## src/rtl/miniled_pkg.sv

```systemverilog
// Shared definitions for the MiniLED serial link receiver.
// Holds default geometry, FSM state codes, LE pulse decode values and counter limits.
package miniled_pkg;

    localparam int unsigned DEF_WORD_W  = 16;
    localparam int unsigned DEF_CH_NUM  = 16;
    localparam int unsigned DEF_ROW_NUM = 4;
    localparam int unsigned DEF_FCNT_W  = 16;

    // FSM state codes
    localparam logic [1:0] ST_IDLE   = 2'd0;
    localparam logic [1:0] ST_SHIFT  = 2'd1;
    localparam logic [1:0] ST_LATCH  = 2'd2;
    localparam logic [1:0] ST_DECODE = 2'd3;

    // DCLK edges counted while LE is high select the event type
    localparam logic [3:0] LE_DATA  = 4'd0;
    localparam logic [3:0] LE_VSYNC = 4'd2;

    localparam logic [3:0] LE_CNT_MAX  = 4'd15;
    localparam logic [5:0] BIT_CNT_MAX = 6'd63;

endpackage

```

## src/rtl/miniled_sdi_receiver_if.sv

```systemverilog
// Link and result bundle of the MiniLED serial link receiver.
// master: drives the link pins (LE/DCLK/SDI/scan) and observes the decoded results.
// slave:  the receiver; samples the link pins and drives the decoded results.
interface miniled_sdi_receiver_if
    import miniled_pkg::*;
#(
    parameter int unsigned WORD_W  = DEF_WORD_W,
    parameter int unsigned CH_NUM  = DEF_CH_NUM,
    parameter int unsigned ROW_NUM = DEF_ROW_NUM,
    parameter int unsigned FCNT_W  = DEF_FCNT_W
);
    localparam int unsigned CH_W  = (CH_NUM > 1) ? $clog2(CH_NUM) : 1;
    localparam int unsigned ROW_W = (ROW_NUM > 1) ? $clog2(ROW_NUM) : 1;

    logic               I_dclk;
    logic               I_sdi;
    logic               I_le;
    logic [ROW_NUM-1:0] I_scan;

    logic               O_word_valid;
    logic [WORD_W-1:0]  O_word;
    logic [CH_W-1:0]    O_ch_idx;
    logic [ROW_W-1:0]   O_row_idx;
    logic               O_frame_pulse;
    logic [FCNT_W-1:0]  O_frame_cnt;
    logic               O_cmd_valid;
    logic [3:0]         O_cmd_code;
    logic               O_bit_err;
    logic               O_scan_err;

    modport master (
        output I_dclk, I_sdi, I_le, I_scan,
        input  O_word_valid, O_word, O_ch_idx, O_row_idx, O_frame_pulse, O_frame_cnt,
        input  O_cmd_valid, O_cmd_code, O_bit_err, O_scan_err
    );

    modport slave (
        input  I_dclk, I_sdi, I_le, I_scan,
        output O_word_valid, O_word, O_ch_idx, O_row_idx, O_frame_pulse, O_frame_cnt,
        output O_cmd_valid, O_cmd_code, O_bit_err, O_scan_err
    );

endinterface

```

## src/rtl/miniled_sync_edge.sv

```systemverilog
// Two-flop synchroniser plus one delay stage for edge detection.
// I_clk/I_rst : system clock, async active-high reset
// I_async     : asynchronous input vector
// O_sync      : synchronised level
// O_rise      : 1-cycle pulse per bit on a synchronised 0->1 transition
// O_fall      : 1-cycle pulse per bit on a synchronised 1->0 transition
module miniled_sync_edge #(
    parameter int unsigned WIDTH = 1
) (
    input  logic             I_clk,
    input  logic             I_rst,
    input  logic [WIDTH-1:0] I_async,
    output logic [WIDTH-1:0] O_sync,
    output logic [WIDTH-1:0] O_rise,
    output logic [WIDTH-1:0] O_fall
);
    logic [WIDTH-1:0] meta_q, meta_d;
    logic [WIDTH-1:0] sync_q, sync_d;
    logic [WIDTH-1:0] dly_q, dly_d;

    always_comb begin
        meta_d = I_async;
        sync_d = meta_q;
        dly_d  = sync_q;
    end

    always_ff @(posedge I_clk or posedge I_rst) begin
        if (I_rst) begin
            meta_q <= '0;
            sync_q <= '0;
            dly_q  <= '0;
        end else begin
            meta_q <= meta_d;
            sync_q <= sync_d;
            dly_q  <= dly_d;
        end
    end

    assign O_sync = sync_q;
    assign O_rise = sync_q & ~dly_q;
    assign O_fall = ~sync_q & dly_q;

endmodule

```

## src/rtl/miniled_sdi_receiver.sv

```systemverilog
// Receiving end of the LE/DCLK/SDI/scan MiniLED link, oversampled on I_clk.
// Deserialises SDI into grey words and decodes each LE pulse by the number of DCLK
// edges seen while LE was high: 0 = data latch, 2 = frame sync, other = command.
// I_clk/I_rst : system clock, async active-high reset
// link        : slave side of miniled_sdi_receiver_if (link pins in, decoded results out)
module miniled_sdi_receiver
    import miniled_pkg::*;
#(
    parameter int unsigned WORD_W  = DEF_WORD_W,
    parameter int unsigned CH_NUM  = DEF_CH_NUM,
    parameter int unsigned ROW_NUM = DEF_ROW_NUM,
    parameter int unsigned FCNT_W  = DEF_FCNT_W
) (
    input logic                   I_clk,
    input logic                   I_rst,
    miniled_sdi_receiver_if.slave link
);
    localparam int unsigned CH_W  = (CH_NUM > 1) ? $clog2(CH_NUM) : 1;
    localparam int unsigned ROW_W = (ROW_NUM > 1) ? $clog2(ROW_NUM) : 1;
    localparam logic [ROW_NUM-1:0] SCAN_ONE = ROW_NUM'(1);

    logic               dclk_rise, le_s, le_rise, le_fall, le_hi, sdi_s;
    logic [ROW_NUM-1:0] scan_s;
    logic               unused_dclk_s, unused_dclk_fall, unused_le_x;
    logic               unused_sdi_rise, unused_sdi_fall;
    logic [ROW_NUM-1:0] unused_scan_rise, unused_scan_fall;

    miniled_sync_edge #(.WIDTH(1)) u_sync_dclk (
        .I_clk(I_clk), .I_rst(I_rst), .I_async(link.I_dclk),
        .O_sync(unused_dclk_s), .O_rise(dclk_rise), .O_fall(unused_dclk_fall)
    );
    miniled_sync_edge #(.WIDTH(1)) u_sync_le (
        .I_clk(I_clk), .I_rst(I_rst), .I_async(link.I_le),
        .O_sync(le_s), .O_rise(le_rise), .O_fall(le_fall)
    );
    miniled_sync_edge #(.WIDTH(1)) u_sync_sdi (
        .I_clk(I_clk), .I_rst(I_rst), .I_async(link.I_sdi),
        .O_sync(sdi_s), .O_rise(unused_sdi_rise), .O_fall(unused_sdi_fall)
    );
    miniled_sync_edge #(.WIDTH(ROW_NUM)) u_sync_scan (
        .I_clk(I_clk), .I_rst(I_rst), .I_async(link.I_scan),
        .O_sync(scan_s), .O_rise(unused_scan_rise), .O_fall(unused_scan_fall)
    );
    assign unused_le_x = le_rise;

    // The cycle LE falls still counts as LE high, so a coinciding DCLK edge goes to le_cnt.
    assign le_hi = le_s | le_fall;

    logic [ROW_W-1:0] row_enc;
    logic             scan_multi;

    always_comb begin
        row_enc = '0;
        for (int i = ROW_NUM - 1; i >= 0; i--) begin
            if (scan_s[i]) row_enc = ROW_W'(i);
        end
    end
    // Clearing the lowest set bit leaves something only if more than one line is active.
    assign scan_multi = |(scan_s & (scan_s - SCAN_ONE));

    logic [1:0]        state_q, state_d;
    logic [WORD_W-1:0] shift_q, shift_d;
    logic [5:0]        bit_cnt_q, bit_cnt_d;
    logic [3:0]        le_cnt_q, le_cnt_d;
    logic [CH_W-1:0]   ch_idx_q, ch_idx_d;
    logic [FCNT_W-1:0] frame_cnt_q, frame_cnt_d;
    logic              word_valid_q, word_valid_d;
    logic [WORD_W-1:0] word_q, word_d;
    logic [CH_W-1:0]   ch_out_q, ch_out_d;
    logic [ROW_W-1:0]  row_out_q, row_out_d;
    logic              frame_pulse_q, frame_pulse_d;
    logic              cmd_valid_q, cmd_valid_d;
    logic [3:0]        cmd_code_q, cmd_code_d;
    logic              bit_err_q, bit_err_d;
    logic              scan_err_q, scan_err_d;

    always_comb begin
        state_d       = state_q;
        shift_d       = shift_q;
        bit_cnt_d     = bit_cnt_q;
        le_cnt_d      = le_cnt_q;
        ch_idx_d      = ch_idx_q;
        frame_cnt_d   = frame_cnt_q;
        word_valid_d  = 1'b0;
        frame_pulse_d = 1'b0;
        cmd_valid_d   = 1'b0;
        word_d        = word_q;
        ch_out_d      = ch_out_q;
        row_out_d     = row_out_q;
        cmd_code_d    = cmd_code_q;
        bit_err_d     = bit_err_q;
        scan_err_d    = scan_err_q;

        if (dclk_rise) begin
            if (le_hi) begin
                if (le_cnt_q != LE_CNT_MAX) le_cnt_d = le_cnt_q + 4'd1;
            end else begin
                shift_d = {shift_q[WORD_W-2:0], sdi_s};
                if (bit_cnt_q != BIT_CNT_MAX) bit_cnt_d = bit_cnt_q + 6'd1;
            end
        end

        unique case (state_q)
            ST_IDLE: begin
                if (le_rise)                 state_d = ST_LATCH;
                else if (dclk_rise && !le_hi) state_d = ST_SHIFT;
            end
            ST_SHIFT: begin
                if (le_rise) state_d = ST_LATCH;
            end
            ST_LATCH: begin
                if (le_fall) state_d = ST_DECODE;
            end
            ST_DECODE: begin
                state_d   = ST_IDLE;
                bit_cnt_d = '0;
                le_cnt_d  = '0;
                if (le_cnt_q == LE_DATA) begin
                    word_valid_d = 1'b1;
                    word_d       = shift_q;
                    ch_out_d     = ch_idx_q;
                    row_out_d    = row_enc;
                    ch_idx_d     = (ch_idx_q == CH_W'(CH_NUM - 1)) ? '0 : ch_idx_q + CH_W'(1);
                    if (bit_cnt_q != 6'(WORD_W)) bit_err_d = 1'b1;
                    if (scan_multi)              scan_err_d = 1'b1;
                end else if (le_cnt_q == LE_VSYNC) begin
                    frame_pulse_d = 1'b1;
                    frame_cnt_d   = frame_cnt_q + FCNT_W'(1);
                    ch_idx_d      = '0;
                end else begin
                    cmd_valid_d = 1'b1;
                    cmd_code_d  = le_cnt_q;
                end
            end
            default: state_d = ST_IDLE;
        endcase
    end

    always_ff @(posedge I_clk or posedge I_rst) begin
        if (I_rst) begin
            state_q       <= ST_IDLE;
            shift_q       <= '0;
            bit_cnt_q     <= '0;
            le_cnt_q      <= '0;
            ch_idx_q      <= '0;
            frame_cnt_q   <= '0;
            word_valid_q  <= 1'b0;
            word_q        <= '0;
            ch_out_q      <= '0;
            row_out_q     <= '0;
            frame_pulse_q <= 1'b0;
            cmd_valid_q   <= 1'b0;
            cmd_code_q    <= '0;
            bit_err_q     <= 1'b0;
            scan_err_q    <= 1'b0;
        end else begin
            state_q       <= state_d;
            shift_q       <= shift_d;
            bit_cnt_q     <= bit_cnt_d;
            le_cnt_q      <= le_cnt_d;
            ch_idx_q      <= ch_idx_d;
            frame_cnt_q   <= frame_cnt_d;
            word_valid_q  <= word_valid_d;
            word_q        <= word_d;
            ch_out_q      <= ch_out_d;
            row_out_q     <= row_out_d;
            frame_pulse_q <= frame_pulse_d;
            cmd_valid_q   <= cmd_valid_d;
            cmd_code_q    <= cmd_code_d;
            bit_err_q     <= bit_err_d;
            scan_err_q    <= scan_err_d;
        end
    end

    assign link.O_word_valid  = word_valid_q;
    assign link.O_word        = word_q;
    assign link.O_ch_idx      = ch_out_q;
    assign link.O_row_idx     = row_out_q;
    assign link.O_frame_pulse = frame_pulse_q;
    assign link.O_frame_cnt   = frame_cnt_q;
    assign link.O_cmd_valid   = cmd_valid_q;
    assign link.O_cmd_code    = cmd_code_q;
    assign link.O_bit_err     = bit_err_q;
    assign link.O_scan_err    = scan_err_q;

endmodule
```

## src/flat_wrapper.sv

```systemverilog
// flat-port wrapper written by rule: the top's interface ports become plain ports
module miniled_sdi_receiver_flat import miniled_pkg::*;
#(
    parameter int unsigned WORD_W  = DEF_WORD_W,
    parameter int unsigned CH_NUM  = DEF_CH_NUM,
    parameter int unsigned ROW_NUM = DEF_ROW_NUM,
    parameter int unsigned FCNT_W  = DEF_FCNT_W
)
  (I_clk, I_rst, link_I_dclk, link_I_sdi, link_I_le, link_I_scan, link_O_word_valid, link_O_word, link_O_ch_idx, link_O_row_idx, link_O_frame_pulse, link_O_frame_cnt, link_O_cmd_valid, link_O_cmd_code, link_O_bit_err, link_O_scan_err);
  miniled_sdi_receiver_if #(.WORD_W(WORD_W), .CH_NUM(CH_NUM), .ROW_NUM(ROW_NUM), .FCNT_W(FCNT_W)) link_i ();
  input logic I_clk;
  input logic I_rst;
  input wire logic [$bits(link_i.I_dclk)-1:0] link_I_dclk;
  input wire logic [$bits(link_i.I_sdi)-1:0] link_I_sdi;
  input wire logic [$bits(link_i.I_le)-1:0] link_I_le;
  input wire logic [$bits(link_i.I_scan)-1:0] link_I_scan;
  output wire logic [$bits(link_i.O_word_valid)-1:0] link_O_word_valid;
  output wire logic [$bits(link_i.O_word)-1:0] link_O_word;
  output wire logic [$bits(link_i.O_ch_idx)-1:0] link_O_ch_idx;
  output wire logic [$bits(link_i.O_row_idx)-1:0] link_O_row_idx;
  output wire logic [$bits(link_i.O_frame_pulse)-1:0] link_O_frame_pulse;
  output wire logic [$bits(link_i.O_frame_cnt)-1:0] link_O_frame_cnt;
  output wire logic [$bits(link_i.O_cmd_valid)-1:0] link_O_cmd_valid;
  output wire logic [$bits(link_i.O_cmd_code)-1:0] link_O_cmd_code;
  output wire logic [$bits(link_i.O_bit_err)-1:0] link_O_bit_err;
  output wire logic [$bits(link_i.O_scan_err)-1:0] link_O_scan_err;
  assign link_i.I_dclk = link_I_dclk;
  assign link_i.I_sdi = link_I_sdi;
  assign link_i.I_le = link_I_le;
  assign link_i.I_scan = link_I_scan;
  assign link_O_word_valid = link_i.O_word_valid;
  assign link_O_word = link_i.O_word;
  assign link_O_ch_idx = link_i.O_ch_idx;
  assign link_O_row_idx = link_i.O_row_idx;
  assign link_O_frame_pulse = link_i.O_frame_pulse;
  assign link_O_frame_cnt = link_i.O_frame_cnt;
  assign link_O_cmd_valid = link_i.O_cmd_valid;
  assign link_O_cmd_code = link_i.O_cmd_code;
  assign link_O_bit_err = link_i.O_bit_err;
  assign link_O_scan_err = link_i.O_scan_err;
  miniled_sdi_receiver #(.WORD_W(WORD_W), .CH_NUM(CH_NUM), .ROW_NUM(ROW_NUM), .FCNT_W(FCNT_W)) u_core (.I_clk(I_clk), .I_rst(I_rst), .link(link_i));
endmodule
```

## config.mk

```make
export PLATFORM = sky130hd
export DESIGN_NAME = miniled_sdi_receiver_flat
export DESIGN_NICKNAME = d
export VERILOG_FILES = /design/src/rtl/miniled_pkg.sv /design/src/rtl/miniled_sdi_receiver_if.sv /design/src/rtl/miniled_sync_edge.sv /design/src/rtl/miniled_sdi_receiver.sv /design/src/flat_wrapper.sv
export SDC_FILE = /design/constraint.sdc
export NUM_CORES = 1
export LEC_CHECK = 0
export ABC_AREA = 0
export CAP_MARGIN = 30
export CORE_MARGIN = 2
export CORE_UTILIZATION = 45
export CTS_BUF_LIST = sky130_fd_sc_hd__clkbuf_4 sky130_fd_sc_hd__clkbuf_8
export CTS_CLUSTER_SIZE = 40
export DETAILED_ROUTE_END_ITERATION = 16
export PLACE_DENSITY = 0.79
export SYNTH_ARGS = -nofsm -noshare
export SYNTH_HDL_FRONTEND = slang
export SYNTH_HIERARCHICAL = 1
export SYNTH_SLANG_ARGS = --single-unit
```

## constraint.sdc

```tcl
create_clock -name I_clk -period 2.21 [get_ports I_clk]
set_input_delay 0.221 -clock I_clk [delete_from_list [all_inputs] [get_ports I_clk]]
set_output_delay 0.221 -clock I_clk [all_outputs]
set_load 0.02 [all_outputs]
```

## After elaboration in Yosys (flattened, before gate mapping)

Cells that the tools add are included.

| word-level totals | value |
|---|---|
| bits in registers | 95 |
| output and inout bits | 47 |

| operators by class | value |
|---|---|
| add/sub/neg operators | 5 |
| reductions and logical operators | 20 |
| multiplexer cells | 28 |
| bitwise logic cells | 11 |
| equality and inequality tests | 12 |

Operator list:

| operator | number |
|---|---|
| $mux W4 | 7 |
| $mux W6 | 4 |
| $reduce_and A3 Y1 | 7 |
| $add A16 B1 Y16 const B | 1 |
| $mux W2 | 8 |
| $reduce_bool A2 Y1 | 5 |
| $add A4 B1 Y4 const B | 2 |
| $mux W1 | 8 |
| $pmux W2 S4 | 1 |
| $add A6 B1 Y6 const B | 1 |
| $ne A6 B5 Y1 const B | 1 |
| $ne A6 B6 Y1 const B | 1 |
| $not A1 Y1 | 6 |
| $reduce_and A2 Y1 | 3 |
| $and A4 B4 Y4 | 1 |
| $eq A2 B2 Y1 const B | 2 |
| $eq A4 B2 Y1 const B | 1 |
| $eq A4 B4 Y1 const B | 1 |
| $logic_not A4 Y1 | 1 |
| $ne A2 B1 Y1 const B | 2 |
| $ne A4 B4 Y1 const B | 1 |
| $reduce_or A4 Y1 | 1 |
| $sub A4 B1 Y4 const B | 1 |
| $and A1 B1 Y1 | 3 |
| other kinds (7) | 7 |

## Longest topological paths before layout

Gate-level depths: netlist (run 1).

| depth | value |
|---|---|
| depth after elaboration | 8 |
| gate-level depth with buffers | 7 |
| depth with buffers taken out | 6 |

## Cells and area by module

The synthesis (run 1) kept the hierarchy.

By module, submodules not included:

| module | seq. area each (sq um) | cells each | area an instance (sq um) | times used |
|---|---|---|---|---|
| miniled_sdi_receiver | 1976.9 | 353 | 3452.1 | 1 |
| miniled_sync_edge at u_core.u_sync_scan | 300.3 | 21 | 374.1 | 1 |
| miniled_sync_edge at u_core.u_sync_dclk ... | 75.1 | 6 | 93.8 | 3 |

## Least setup slack after synthesis (run 1)

OpenSTA, ideal clock, no wires.

| timing path | value |
|---|---|
| path kind | flip-flop to flip-flop |
| start point | register u_core.u_sync_le.sync_q, in the netlist u_core/u_sync_le/O_sync |
| end point | register u_core.bit_cnt_q[5] |
| data arrival time | 1.724 ns |
| path slack | 0.354 ns |
| data required time | 2.078 ns |
| stages on the path, launching flop included | 7 |
| period minus slack after synthesis | 1.856 ns |
| buffers on the path | 1 |
| library setup time | 0.132 ns |
| cell sequence | dfrtp_1 > and2b_2 > or3b_2 > buf_2 > nor4_2 > xnor2_1 > nor2_1 |

| on the way | value |
|---|---|
| cells in the longest elaborated chain, start to end | 5 |

RTL lines:

| what | line | text |
|---|---|---|
| start, declared | miniled_sync_edge.sv:18 | `logic [WIDTH-1:0] sync_q, sync_d;` |
| start signal, assigned | miniled_sync_edge.sv:34 | `sync_q <= sync_d;` |
| $not A1 Y1 | miniled_sync_edge.sv:41 | `assign O_fall = ~sync_q & dly_q;` |
| $and A1 B1 Y1 | miniled_sync_edge.sv:41 |  |
| via u_core.le_fall | miniled_sdi_receiver.sv:22 | `logic dclk_rise, le_s, le_rise, le_fall, le_hi, sdi_s;` |
| $or A1 B1 Y1 | miniled_sdi_receiver.sv:47 | `assign le_hi = le_s \| le_fall;` |
| $ne A2 B2 Y1 (no line) | n/a |  |
| $reduce_and A3 Y1 (no line) | n/a |  |
| end signal, assigned | miniled_sdi_receiver.sv:159 | `bit_cnt_q <= bit_cnt_d;` |
| end, declared | miniled_sdi_receiver.sv:63 | `logic [5:0] bit_cnt_q, bit_cnt_d;` |

The timed path passes the listed nets, and every way through them passes these cells.
A chain may end at the register's enable or synchronous reset.

## Worst setup path after layout (run 1)

| timing path | value |
|---|---|
| start point | register u_core.state_q[0] |
| end point | register u_core.scan_err_q, in the netlist u_core/link.O_scan_err |

| on the way | value |
|---|---|
| cells in the longest elaborated chain, start to end | 2 |

RTL lines:

| what | line | text |
|---|---|---|
| start, declared | miniled_sdi_receiver.sv:61 | `logic [1:0] state_q, state_d;` |
| start signal, assigned | miniled_sdi_receiver.sv:157 | `state_q <= state_d;` |
| $eq A2 B2 Y1 | miniled_sdi_receiver.sv:103 | `unique case (state_q)` |
| $reduce_and A3 Y1 (no line) | n/a |  |
| end signal, assigned | miniled_sdi_receiver.sv:171 | `scan_err_q <= scan_err_d;` |
| end, declared | miniled_sdi_receiver.sv:75 | `logic scan_err_q, scan_err_d;` |

No other way between the ends.

==> results of run 1 <==
-- worst max path at each step --
stage | cells after the start | endpoint | start | slack [ns]
3_3_place_gp | 5 | u_core/link.O_frame_cnt[15] | u_core/state_q[0] | 0.39
6_report | 6 | u_core/link.O_scan_err | u_core/state_q[0] | 0.27
2_1_floorplan | 6 | u_core/bit_cnt_q[5] | u_core/u_sync_le/O_sync | 0.35
5_1_grt | 6 | u_core/link.O_scan_err | u_core/state_q[1] | 0.13
3_5_place_dp | 6 | u_core/link.O_scan_err | u_core/state_q[0] | 0.29
4_1_cts | 6 | u_core/link.O_scan_err | u_core/state_q[0] | 0.28
-- flip-flops by register name, summed over array words and instances (netlist names), 2 cells and up --
signal and count:
u_core/link.O_frame_cnt 16, u_core/link.O_word 16, u_core/shift_q 16, u_core/bit_cnt_q 6, u_core/ch_idx_q 4, u_core/le_cnt_q 4
u_core/link.O_ch_idx 4, u_core/link.O_cmd_code 4, u_core/u_sync_scan/O_sync 4, u_core/u_sync_scan/meta_q 4, u_core/link.O_row_idx 2, u_core/state_q 2
-- cells in the final DEF, fill, tap and decap left out, types with 2 or more instances in the layout --
| cell | n |
|---|---|
| nand2_1 | 132 |
| dfrtp_1 | 95 |
| clkdlybuf4s50_1 | 55 |
| xnor2_1 | 19 |
| nor2_1 | 16 |
| inv_1 | 16 |
| ha_1 | 12 |
| clkbuf_8 | 10 |
| o21ai_0 | 9 |
| a21oi_1 | 8 |
| nand3_1 | 7 |
| buf_4 | 6 |
| nand4_1 | 5 |
| mux2i_1 | 5 |
| nor3_1 | 4 |
| o31ai_1 | 3 |
| nor2b_1 | 3 |
| inv_6 | 2 |
| bufinv_16 | 2 |
| clkinvlp_4 | 2 |
| nand2b_1 | 2 |
| xor2_1 | 2 |
| a21o_1 | 2 |
| a311oi_1 | 2 |
| buf_12 | 2 |
-- power groups by stage --
stage	logic [mW]	clock network, mW	registers, mW
2_1_floorplan	0.700	0	2.38
3_3_place_gp	1.30	0	2.25
3_5_place_dp	1.35	0	2.27
4_1_cts	1.36	1.31	2.24
5_1_grt	1.49	1.39	2.27
6_report	1.35	1.29	2.24
-- per-layer routing --
layer	GRT usage, %	part of all wire, %	vias to the layer above
li1	-	-	1332
met1	21.36	46	1315
met2	26.87	48	81
met3	2.890	4.5	12
met4	6.176	1.5	0
met5	0	0	-
-- worst register-to-register path: stages, from the launching register on --
cell and delay [ns]:
dfrtp_1 0.38, ha_1 0.18, buf_4 0.20, nand4bb_1 0.31
inv_2 0.44, o31ai_1 0.16, o21bai_1 0.17
-- through the flow --
stage	instance area [sq um]	setup slack, ns	utilization (%)
after floorplan	3892	0.3545	-
after global placement	4612	0.3932	55.57
after detailed placement	4612	0.2922	55.57
after CTS	4840	0.2761	58.31
after global routing	4840	0.1276	58.31
final	4840	0.2740	58.31
-- layout make-up --
class | instances | area share (%)
multi-input combinational | 252 | 28.85
clock inverter | 6 | 1.861
tap | 105 | 2.715
inverter | 18 | 1.474
sequential | 95 | 49.12
timing repair buffer | 63 | 13.13
clock buffer | 10 | 2.844
==> results.yml, run 1 <==
timing:
  hold_ws_ns: 0.1781
  clock_skew_ns: 0.01285
  grt_setup_unrepaired: "no"
  max_slew_margin_pct: 63.22
  drv_slew: 0
  period_needed_ns: 1.936
  setup-tns-final_ns: 0
  setup_viol: 0
  finalHoldViolCount: 0
  period_share_pct: 87.60
  clock.fmax_mhz: 516.5
  worstMarginPinSlew_ns: 0.5493
yosys:
  syn-cell-area_sq_mm: 0.003889
  syn_inst: 376
  synth_nets: 397
  postSynthAreaPerCell_sq_um: 10.34
  synth_warnings: 6
placed_design:
  portBuffers: 55
  gp_congestion: 0.7885
  dp_cells: 533
  hpwl_mm: 5.084
drt:
  antenna_left: 0
  drc_errors: 0
  routed_wl_mm: 7.271
  num_vias: 2740
  routedWlPerCell_microns: 13.24
  vias_per_cell: 4.991
  first_pass_iters: 4
  drt_iter0_drc: 160
final_layout:
  drive_gt1_share_pct: 7.883
  seq_area_sq_mm: 0.002377
  fillCellCount: 661
  finalNonFillerCells: 549
  finish.net_count: 460
  area_delta_synth_final_pct: 24.45
  multi_input_area_sq_mm: 0.001396
  diodes: 0
min_path:
  min_path_type: "in2async"
worst_setup_path:
  reg2reg_from: "u_core/state_q[0]"
  start_kind: "register"
  slowest_delay_ns: 0.44
  crit_family: "buffers and inverters"
  cp_cell_sequence: "ha_1, buf_4, nand4bb_1, inv_2, o31ai_1, o21bai_1"
  reg2reg_setup_slack_ns: 0.27
  crit_required_ns: 2.48
  cp_slowest_cell: "inv_2"
  r2r_cells: 6
  cp_max_fo: 25
  worstReg2RegEnd: "u_core/link.O_scan_err"
  path_class: "reg2reg"
  crit_path_end_kind: "register"
  critPathArrivalTime_ns: 2.20
  timing.critical_path.buf_inv: 2
grt:
  antenna_found_initial: 0
  grt_max_degree: 36
  grt_first_pass_wirelength_mm: 12.54
  grt_util_all_layers_pct: 16.21
  gr-total-overflow: 0
  first_global_vias: 2745
floorplanning:
  die_area_sq_mm: 0.009401
  row_count: 33
  chipHeight_microns: 96.96
  core_sq_mm: 0.008299
  die_x_microns: 96.96
  initial_core_util_pct: 46.86
  ioPinCount: 56
cts:
  cts_root_buf: "clkbuf_8"
  numCtsBuffers: 9
  clk_latency_ns: 0.35
  cts_sinks: 95
  cts_buffer_depth: 2
  cts_tree: "built"
  h-tree-depth: 3
  post_cts_buffers: 0
  cts.repair.resized: 0
  hold_buffers: 0
  cts.clk_slew.worst_paths_ns: 0.09
power:
  p_leak_nw: 2.354
  intPower_mw: 3.268
  p_sw_mw: 1.605
  power.share.switching_pct: 32.95
  power_frac_clock_pct: 26.4
  p_comb_share_pct: 27.7
  seqPwrFrac_pct: 45.9
  vdd_drop_max_mv: 0.5094
  finalPower_mw: 4.873
  powerDensity_mw_per_mm2: 1007
flow_run:
  cap_violations: 0
status:
  status: "finished, final reports clean"
No activity file was read; power rests on OpenSTA's default activity.
==> inputs of run 2 (changes only) <==
Settings changed: CELL_PAD_IN_SITES_DETAIL_PLACEMENT set to 2, CELL_PAD_IN_SITES_GLOBAL_PLACEMENT set to 2, CORE_UTILIZATION 45 to 33, CTS_CLUSTER_SIZE 40 to not set, PLACE_DENSITY 0.79 to not set, PLACE_DENSITY_LB_ADDON set to 0.08.
==> results.yml, run 2 (synthesized netlist as in run 1, its figures left out) <==
final_layout:
  fin_util_pct: 42.78
  area_delta_synth_final_pct: 26.16
  final_common_cell: "nand2_1"
  fin_area_sq_mm: 0.004906
  drive_gt1_share_pct: 8.501
  diodes: 0
  fillCellCount: 1237
  final_cell_mix: "nand2_1 (132), dfrtp_1 (95), clkdlybuf4s50_1 (55)"
  finish.net_count: 463
cts:
  cts_tree: "built"
  cts_root_buf: "clkbuf_8"
  cts_sinks: 95
  cts.clk_slew.worst_paths_ns: 0.10
  clk_latency_ns: 0.38
  post_cts_buffers: 0
  h-tree-depth: 3
  cts_buffer_depth: 2
  numCtsBuffers: 9
  hold_buffers: 0
  cts.repair.resized: 0
drt:
  drc_errors: 0
  antenna_left: 0
  routedWlPerCell_microns: 15.15
  vias_per_cell: 4.763
  num_vias: 2810
  drt_iter0_drc: 74
  routed_wl_mm: 8.938
  first_pass_iters: 4
timing:
  grt_setup_unrepaired: "no"
  clock_skew_ns: 0.01099
  drv_slew: 0
  setup-tns-final_ns: 0
  finalHoldViolCount: 0
  setup_viol: 0
  period_share_pct: 89.01
  period_needed_ns: 1.967
  worstMarginPinSlew_ns: 0.5908
  clock.fmax_mhz: 508.4
  max_slew_margin_pct: 60.20
worst_setup_path:
  cp_cell_sequence: "ha_1, or3b_4, nor4_4, nand4_1, xnor2_1"
  slowest_delay_ns: 0.50
  reg2reg_from: "u_core/state_q[0]"
  worstReg2RegEnd: "u_core/link.O_frame_cnt[15]"
  cp_max_fo: 7
  critPathArrivalTime_ns: 2.24
  startpoint: "u_core/state_q[0]"
  path_class: "reg2reg"
  crit_path_end_kind: "register"
  crit_required_ns: 2.48
  r2r_cells: 5
  cp_slowest_cell: "nor4_4"
  start_kind: "register"
  reg2reg_setup_slack_ns: 0.24
power:
  p_sw_mw: 1.692
  powerDensity_mw_per_mm2: 1025
  p_leak_nw: 2.367
  power_frac_clock_pct: 26.8
  power.share.switching_pct: 33.66
  finalPower_mw: 5.026
  p_comb_share_pct: 28.6
  intPower_mw: 3.335
  seqPwrFrac_pct: 44.6
  vdd_drop_max_mv: 0.4213
status:
  status: "finished, final reports clean"
floorplanning:
  initial_core_util_pct: 33.91
  row_count: 39
  chipHeight_microns: 112.6
  die_x_microns: 112.6
  die_area_sq_mm: 0.01267
  ioPinCount: 56
  core_sq_mm: 0.01147
placed_design:
  gp_congestion: 0.7163
  portBuffers: 55
  hpwl_mm: 6.450
  placedInstanceArea_sq_mm: 0.004669
grt:
  grt_util_all_layers_pct: 15.31
  gr-total-overflow: 0
  grt_max_degree: 54
  first_global_vias: 3090
  antenna_found_initial: 0
  grt_first_pass_wirelength_mm: 15.25
min_path:
  min_path_type: "in2async"
flow_run:
  cap_violations: 0
==> run 2: cell types whose count changed in the layout (fill, tap and decap cells not counted) <==
cell / previous run / this run
buf_12: 2 / 1
buf_4: 6 / 10
clkbuf_8: 10 / 11
clkinv_2: 1 / 0
==> run 2: how the worst max path moves through the flow <==
stage / to / slack [ns] / depth (start not counted)
2_1_floorplan: u_core/bit_cnt_q[5] / 0.35 / 6
4_1_cts: u_core/link.O_frame_cnt[15] / 0.21 / 5
6_report: u_core/link.O_frame_cnt[15] / 0.24 / 5
3_5_place_dp: u_core/bit_cnt_q[1] / 0.23 / 5
5_1_grt: u_core/link.O_frame_cnt[15] / 0.07 / 5
3_3_place_gp: u_core/link.O_frame_cnt[15] / 0.28 / 6
==> run 2: layer usage <==
layer	GRT usage, %	share of wire (%)	up-vias
li1	-	-	1340
met5	0	0	-
met2	24.83	49	42
met1	19.68	46	1417
met4	7.317	2.1	0
met3	3.078	2.6	11
==> run 2: critical path: cells and delay by family, from the launching register on <==
kind,cells,cell delay (ns)
flops,1,0.40
simple gates,3,1.11
xor+xnor,1,0.15
fa+ha+maj,1,0.20
==> run 2: per-stage QoR <==
step                      cells  setup slack [ns]  hold slack [ns]
final                       590            0.2429           0.1502
after global placement      574            0.2827           0.3318
after global routing        590           0.06750           0.1718
after CTS                   590            0.2071           0.1345
after floorplan             376            0.3545         -0.03782
after detailed placement    574            0.2350           0.3355
==> run 2: power groups by stage <==
stage / Sequential, mW / Combinational (mW) / Clock (mW)
after global placement: 2.26 / 1.39 / 0
after global routing: 2.29 / 1.60 / 1.46
after CTS: 2.25 / 1.48 / 1.40
final: 2.24 / 1.44 / 1.34
after detailed placement: 2.28 / 1.45 / 0
after floorplan: 2.38 / 0.700 / 0
==> run 2: cell type report <==
cell class                 count  area [sq um]  share of cell area [%]
multi-input combinational    252          1396                   28.46
inverter                      18         71.32                   1.454
sequential                    95          2377                   48.46
timing repair buffer          66         645.6                   13.16
clock buffer                  11         151.4                   3.086
clock inverter                 5         85.08                   1.734
tap                          143         178.9                   3.647
==> inputs of run 3 (changes only) <==
Settings changed: ABC_AREA 0 to 1, CORE_UTILIZATION 33 to 32.
==> results.yml, run 3 <==
grt:
  first_global_vias: 3347
  gr-total-overflow: 0
  grt_max_degree: 38
  grt_first_pass_wirelength_mm: 16.63
  antenna_found_initial: 0
  grt_util_all_layers_pct: 15.88
worst_setup_path:
  cp_cell_sequence: "ha_1, inv_2, nor2_4, nand3_4, nor2_4, nand4_1, nand2_1, inv_1"
  critPathArrivalTime_ns: 2.08
  slowest_delay_ns: 0.40
  start_kind: "register"
  cp_slowest_cell: "dfrtp_1"
  cpMostUsedCell: "nor2_4"
  crit_path_end_kind: "register"
  cp_max_fo: 13
  crit_required_ns: 2.47
  path_class: "reg2reg"
power:
  finalPower_mw: 4.990
  vdd_drop_max_mv: 0.4111
  p_leak_nw: 2.275
  powerDensity_mw_per_mm2: 996.0
placed_design:
  hpwl_mm: 7.238
  pre_cts_slack_ns: 0.3917
  portBuffers: 55
  dp_cells: 657
  gp_congestion: 0.7823
  placedInstanceArea_sq_mm: 0.004797
timing:
  setup_viol: 0
  finalHoldViolCount: 0
  max_slew_margin_pct: 67.41
  setup-tns-final_ns: 0
  drv_slew: 0
  fin_ws_ns: 0.3939
  period_needed_ns: 1.816
  grt_setup_unrepaired: "no"
  worstMarginPinSlew_ns: 0.4889
  clock.fmax_mhz: 550.6
  period_share_pct: 82.18
  hold_ws_ns: 0.2372
  clock_skew_ns: 0.008527
yosys:
  synth_nets: 457
  postSynthAreaPerCell_sq_um: 9.218
  synth_warnings: 6
  syn_inst: 436
  syn-cell-area_sq_mm: 0.004019
cts:
  h-tree-depth: 3
  cts_root_buf: "clkbuf_8"
  cts_buffer_depth: 2
  cts.clk_slew.worst_paths_ns: 0.09
  cts_sinks: 95
  post_cts_buffers: 0
  cts.repair.resized: 0
  hold_buffers: 0
  clk_latency_ns: 0.37
  cts_tree: "built"
  numCtsBuffers: 9
drt:
  drc_errors: 0
  drt_iter0_drc: 105
  first_pass_iters: 4
  vias_per_cell: 4.591
  antenna_left: 0
  routedWlPerCell_microns: 14.35
  routed_wl_mm: 9.658
  num_vias: 3090
floorplanning:
  core_sq_mm: 0.01211
  row_count: 40
  die_x_microns: 116.1
  chipHeight_microns: 116.1
  initial_core_util_pct: 33.18
  die_area_sq_mm: 0.01347
  ioPinCount: 56
final_layout:
  area_delta_synth_final_pct: 24.66
  fin_area_sq_mm: 0.005010
  final_cell_mix: "nand2_1 (113), dfrtp_1 (95), inv_1 (62)"
  finalNonFillerCells: 673
  seq_area_sq_mm: 0.002377
  fillCellCount: 1372
  diodes: 0
  fin_util_pct: 41.36
  multi_input_area_sq_mm: 0.001363
  finish.net_count: 521
  drive_gt1_share_pct: 6.337
  final_common_cell: "nand2_1"
min_path:
  min_path_type: "in2async"
status:
  status: "finished, final reports clean"
flow_run:
  cap_violations: 0
-- run 3: area by class of cell --
| class | instances | area share [%] |
|---|---|---|
| multi-input cells | 267 | 27.20 |
| repair buffers | 61 | 11.89 |
| clock buffers | 13 | 3.447 |
| clock inverters | 3 | 0.7992 |
| well taps | 168 | 4.196 |
| flip-flops and latches | 95 | 47.45 |
| inverters | 66 | 5.020 |
-- run 3: metal layers --
layer  share of wire, %  global-route usage [%]  vias up
li1                   -                       -     1487
met1                 46                   20.17     1559
met2                 49                   26.94       38
met3                3.6                   4.864        6
met4               0.83                   3.333        0
met5                  0                       0        -
-- run 3: worst paths after layout --
path / depth (start not counted) / start / slack [ns] / to
min in group I_clk: 1 / link_I_sdi / 0.29 / u_core/u_sync_sdi/meta_q
setup reg to reg: 8 / u_core/state_q[1] / 0.39 / u_core/link.O_frame_cnt[15]
max in group asynchronous: 3 / I_rst / 1.31 / u_core/link.O_frame_cnt[3]
hold / removal: 2 / I_rst / 0.24 / u_core/u_sync_sdi/meta_q
setup / recovery: 8 / u_core/state_q[1] / 0.39 / u_core/link.O_frame_cnt[15]
hold reg to reg: 0 / u_core/u_sync_le/meta_q / 0.36 / u_core/u_sync_le/O_sync
-- run 3: critical path: cells and delay by family, from the launching register on --
kind / cells / cell delay, ns
adders and majority gates: 1 / 0.34
buffers and inverters: 2 / 0.23
DFF: 1 / 0.40
and+or+nand+nor: 5 / 0.73
-- run 3: report_power, final --
| part | switching, mW | total [mW] | internal [mW] |
|---|---|---|---|
| Combinational | 0.926 | 1.51 | 0.586 |
| Clock | 0.590 | 1.22 | 0.625 |
| Sequential | 0.224 | 2.26 | 2.04 |
| Total | 1.74 | 4.99 | 3.25 |
